===== config.mk =====
export PLATFORM = sky130hd
export DESIGN_NAME = feature_loader
export DESIGN_NICKNAME = d
export VERILOG_FILES = /design/src/rtl/feature_loader.sv
export SDC_FILE = /design/constraint.sdc
export NUM_CORES = 1
export LEC_CHECK = 0
export CAP_MARGIN = 20
export CORE_UTILIZATION = 40
export DETAILED_ROUTE_END_ITERATION = 16
export PLACE_DENSITY = 0.77
export SYNTH_ARGS = -nofsm -noshare
export SYNTH_HDL_FRONTEND = slang
export SYNTH_SLANG_ARGS = --single-unit

===== constraint.sdc =====
create_clock -name clk -period 7.9 [get_ports clk]
set_clock_uncertainty 0.2 [all_clocks]
set_input_delay 0.79 -clock clk [delete_from_list [all_inputs] [get_ports clk]]
set_output_delay 0.79 -clock clk [all_outputs]
set_load 0.02 [all_outputs]

===== src/rtl/feature_loader.sv =====
// feature_loader: packs a valid/ready feature stream into a flat classifier input vector,
// waits a settle window, then holds the sampled class on a registered valid/ready result.
module feature_loader #(
  parameter int NUM_A    = 21,
  parameter int WIDTH_A  = 4,
  parameter int OUTWIDTH = 2,
  parameter int SETTLE   = 2
) (
  input  logic                       clk,
  input  logic                       rst,
  input  logic                       s_valid,
  output logic                       s_ready,
  input  logic [WIDTH_A-1:0]         s_data,
  input  logic                       s_last,
  output logic [NUM_A*WIDTH_A-1:0]   feat,
  input  logic [OUTWIDTH-1:0]        cls_in,
  output logic                       m_valid,
  input  logic                       m_ready,
  output logic [OUTWIDTH-1:0]        m_class,
  output logic                       frame_err
);
  localparam int KW = $clog2(NUM_A);
  localparam int SW = (SETTLE > 1) ? $clog2(SETTLE) : 1;
  localparam logic [KW-1:0] K_LAST = KW'(NUM_A - 1);
  localparam logic [SW-1:0] S_LAST = SW'(SETTLE - 1);
  typedef enum logic [1:0] {ST_LOAD, ST_SETTLE, ST_HOLD} state_t;
  state_t r_st, w_st_n;
  logic [KW-1:0] r_k;
  logic [SW-1:0] r_sc;
  logic [NUM_A*WIDTH_A-1:0] r_feat;
  logic r_mv, r_ferr;
  logic [OUTWIDTH-1:0] r_mc;
  logic w_acc, w_last_k, w_sdone;
  assign s_ready   = (r_st == ST_LOAD) && !rst;
  assign w_acc     = s_valid && s_ready;
  assign w_last_k  = (r_k == K_LAST);
  assign w_sdone   = (r_st == ST_SETTLE) && (r_sc == S_LAST);
  assign feat      = r_feat;
  assign m_valid   = r_mv;
  assign m_class   = r_mc;
  assign frame_err = r_ferr;
  always_comb begin
    w_st_n = (w_acc && s_last && w_last_k)         ? ST_SETTLE :
             w_sdone                               ? ST_HOLD   :
             (r_st == ST_HOLD && r_mv && m_ready)  ? ST_LOAD   : r_st;
  end
  always_ff @(posedge clk or posedge rst) begin
    if (rst) r_st <= ST_LOAD;
    else     r_st <= w_st_n;
  end
  // a frame is well formed only when s_last coincides with the final slot
  always_ff @(posedge clk or posedge rst) begin
    if (rst) begin
      r_k    <= '0;
      r_sc   <= '0;
      r_feat <= '0;
      r_mv   <= 1'b0;
      r_mc   <= '0;
      r_ferr <= 1'b0;
    end else begin
      r_ferr <= w_acc && (s_last != w_last_k);
      if (w_acc) r_k <= (s_last || w_last_k) ? '0 : r_k + 1'b1;
      for (int i = 0; i < NUM_A; i++)
        if (w_acc && r_k == i[KW-1:0]) r_feat[i*WIDTH_A +: WIDTH_A] <= s_data;
      r_sc <= (r_st == ST_SETTLE) ? r_sc + 1'b1 : '0;
      if (w_sdone) begin
        r_mv <= 1'b1;
        r_mc <= cls_in;
      end else if (r_st == ST_HOLD && m_ready) begin
        r_mv <= 1'b0;
      end
    end
  end
endmodule


; Yosys cells after proc, flatten, opt, wreduce, memory -nomap -nowiden
; Cells that the tools add are included.
[totals]
elab_cells = 95
register_bits = 96
input_bits = 11
[op_classes]
n_addsub = 2
n_reduce_logical = 36
n_eq_ne = 23
muxes = 7
[op_table]
columns = op, n
row1 = $eq A5 B4 Y1 const B, 8
row2 = $logic_and A1 B1 Y1, 30
row3 = $eq A5 B5 Y1 const B, 5
row4 = $eq A5 B3 Y1 const B, 4
row5 = $eq A5 B2 Y1 const B, 2
row6 = $mux W2, 3
row7 = $add A5 B1 Y5 const B, 1
row8 = $eq A5 B1 Y1 const B, 1
row9 = $logic_not A5 Y1, 1
row10 = $mux W5, 1
row11 = $mux W1, 3
row12 = $reduce_bool A3 Y1, 1
row13 = $eq A2 B1 Y1 const B, 1
row14 = $eq A2 B2 Y1 const B, 1
row15 = $logic_not A2 Y1, 1
row16 = $reduce_bool A2 Y1, 1
row17 = $add A1 B1 Y1 const B, 1
row18 = $logic_not A1 Y1, 1
row19 = $logic_or A1 B1 Y1, 1
row20 = $ne A1 B1 Y1, 1

; Logic depth before layout (Yosys ltp)
[logic_depth]
depth_word = 6
ltp_mapped = 7
depth_no_buf = 7

; Worst setup path after synthesis
; OpenSTA, ideal clock, no wires.
[synth_timing]
path_type = input port to flip-flop
start = in rst
end = reg r_feat[72], in the netlist feat[72]
setup_time_ps = 125
setup_slack_ps = 5287
t_arrival_ps = 2288
stages = 5
required_time_ps = 7575
cell_sequence = or4b_4 -> buf_6 -> or4_4 -> buf_6 -> mux2_4
[synth_between]
elab_chain_len = 4
[synth_lines]
columns = element, line
row1 = from (decl), 10  ; input logic rst,
row2 = $logic_not A1 Y1 (no source line), -
row3 = $logic_and A1 B1 Y1, 34  ; assign s_ready = (r_st == ST_LOAD) && !rst;
row4 = $logic_and A1 B1 Y1, 35  ; assign w_acc = s_valid && s_ready;
row5 = $logic_and A1 B1 Y1, 64  ; if (w_acc && r_k == i[KW-1:0]) r_feat[i*WIDTH_A +: WIDTH_A] <= s_data;
row6 = "to (signal, indexed assignment)", 64
row7 = to (decl), 30  ; logic [NUM_A*WIDTH_A-1:0] r_feat;
; Every way passes these cells.
; A chain may end at the register's enable or synchronous reset.

; Final worst setup path
[layout_timing]
start = in rst
end = out s_ready
[layout_between]
elab_chain_len = 2
[layout_lines]
columns = element, line
row1 = $logic_not A1 Y1 (no source line), -
row2 = $logic_and A1 B1 Y1, 34
row3 = to (decl), 12  ; output logic s_ready,
; Every way passes these cells.

==> impl_results.md <==
- Run status: complete, no violations
- Clk_lat worst skew: 0.36 ns
- Post-DP HPWL: between 5000 and 6000 um
- Overall Power: 0.000886 W
- Gr usage total: between 15 and 20%
- Largest net degree at the start of global routing: 69
- Crit-path max cell delay: 0.63 ns
- Leakage power: roughly 2.5 nW
- TNS Setup: 0 ns
- Crit path DAT: 2.11 ns
- Max Root-Sink Buffers: 2
- Area growth from synthesis to layout: 31.3%
- CTS Buf Count: 9
- Min cycle time layout: 3.10 ns
- Port bufs: 99
- Mapped cell area: 0.00405 mm^2
- Synth warnings: 0
- Most common cell on crit path: clkdlybuf4s50_1
- Synth Register Bits: 96
- Startpoint types: input pin
- Critical Path RT: 6.91 ns
- Max Cap Viol: 0
- Fin nets: 384
- Final RePlAce weighted congestion: 0.796
- Seq/Total Area, Yosys: 59.3%
- Yosys cell types: 32
- Final max-slew violation count: 0
- Global-route wire length before repair: 14200 um
- Row count: 36
- CP max FO: 4
- Initial antenna violation count: 0
- DR WL/cell: 17.5 um
- Max Fclk: 323 MHz
- Post-Syn Instances: about 280
- DRT Wirelength: 8860 um
- Peak VDD IR: 0.0766 mV
- Syn Area/Cell: 14.7 um^2
- Chip Height: 103 um
- IO Pins: 100
- Via-per-instance ratio: ~5.1
- Die area: between 0.01 and 0.015 mm^2
- Resize count post-CTS: 0
- Crit Path Category: in -> out
- EDFF count, synth: 0
- Setup violators final: 0
- Post-route setup slack: 4.80 ns
- Worst min path class: reg -> reg
- # hold bufs at CTS: 0
- DP Worst Slack: 4.67 ns
- Reg area: roughly 0.0024 mm^2
- CTS root buf: clkbuf_8
- CTS HTree Levels: 3
- # fillers: 852
- CP Cell Sequence: clkdlybuf4s50_1, nor3_1, clkdlybuf4s50_1
- Clock transition at the registers of the reported paths: 0.09 ns
- Pwr dens: about 170 mW/mm^2
- Cell area after placement: 0.00511 mm^2
- CTS tree: yes
- Vias: 2562
- Diodes inserted: 0
- Layout cells sized above 1: 31.2%
- RSZ-0062 raised after global routing: no
- Largest delay contributor family on the critical path: buffers and inverters
- Die span in x: 103 um
- Core Area: 0.00977 mm^2
- Slowest-stage cell, CP: clkdlybuf4s50_1
- Period utilisation layout: 39.2%
- Ys flop type: dfrtp_1
- Fin area: around 0.0053 mm^2
- Synthesized Nets: 292
- Vias in the first global route: 2612
- Worst slew pin tran: about 0.95 ns
- Multi-input logic area: 0.00150 mm^2
- Post-CTS setup buffers: 0
- Starting Density: approximately two fifths
- DRC viols: 0
- Total gr overflow: 0
- Slew HR: between 30% and 40%
- Initial DRC count: 159
- 1st-pass router iterations: 4
- Sinks on Clock Net: 96
- Hold Vio Cnt, Final: 0
- Detail Route Antenna Nets: 0
- Crit end category: output port
- Combined buffer and inverter count along the critical path: 2
- Asr flop ratio synth: between 90% and 100%
synthesized netlist by cell type, types with 3 or more instances:
cell      count  share of area [%]
dfrtp_1      96                 59
nand2_1       7               0.65
buf_6         5                1.4
inv_1         9               0.83
mux2_4       12                4.4
mux2_2       74                 21
or4_4         3               0.83
o21ai_0       5               0.62
clkbuf_1     13                1.2
nor2_1        3               0.28
nor2b_1       4               0.62
nand4b_1      3               0.65
nand3_1       3               0.37
nand4_1       7                1.1
ha_1          6                1.9
worst paths after layout:
path                       slack (ns)       end     start  cells past startpoint
max                              4.80   s_ready       rst                      3
min                              0.31  feat[62]  feat[62]                      1
max reg2reg                      5.49  feat[15]   r_st[1]                      3
min reg2reg                      0.31  feat[62]  feat[62]                      1
max in group asynchronous        5.66  feat[25]       rst                      3
min in group asynchronous        0.67   m_valid       rst                      2
power by group:
part           total (W)  switching, W  internal, W
clock           0.000331      0.000168     0.000163
combinational  0.0000543     0.0000323    0.0000220
sequential      0.000501    0.00000388     0.000497
area by class of cell:
class	instances	share of cell area [%]
timing repair buffer	101	18.9
clock inverter	5	1.04
multi-input combinational	150	28.2
inverter	9	0.683
tap	133	3.13
clock buffer	11	2.85
sequential	96	45.2
layout by cell type (no fill, tap or decap), types with 2 or more instances in the layout:
master and n:
nand3_1 3, nand2b_1 2, nor2b_1 4, nor4_2 2, a21oi_1 2, clkdlybuf4s50_1 99, o21ai_0 5, inv_1 8
clkinv_2 2, nand2_1 7, or4_4 3, mux2_2 74, buf_4 2, clkbuf_8 11, or4b_4 2, nor2_1 3
nand4b_1 3, nor3_1 2, mux2_4 12, dfrtp_1 96, clkinvlp_4 2, and3_1 2, nor3b_2 2, ha_1 6
nand4_1 7
metrics by stage:
step           instances  hold WS (ns)  utilization [%]
3_5_place_dp         489         0.293             52.3
6_report             505         0.308             54.4
5_1_grt              505         0.318             54.4
3_3_place_gp         489         0.289             52.3
2_1_floorplan        275         0.257                -
4_1_cts              505         0.314             54.4
sequential cells by signal, indices dropped and copies added, names as in the netlist:
signal / count
frame_err: 1
feat: 84
m_valid: 1
r_k: 5
r_sc: 1
m_class: 2
r_st: 2
per-layer routing:
layer,part of all wire [%],vias up,GRT usage [%]
met2,49,74,29.4
met1,44,1320,23.5
met3,5.6,13,5.02
met4,1.5,0,6.26
li1,-,1155,-
met5,0,-,0
kinds of logic after synthesis:
kind of cell             after synthesis  share of synthesized area [%]
flip-flops                            96                           59.3
adder cells (fa/ha/maj)                6                           1.85
multiplexers                          86                           25.0
AO/OA/AOI/OAI                         12                           1.89
AND/OR/NAND/NOR                       46                           8.22
buffers and inverters                 29                           3.68
(Power assumes the default switching activity.)
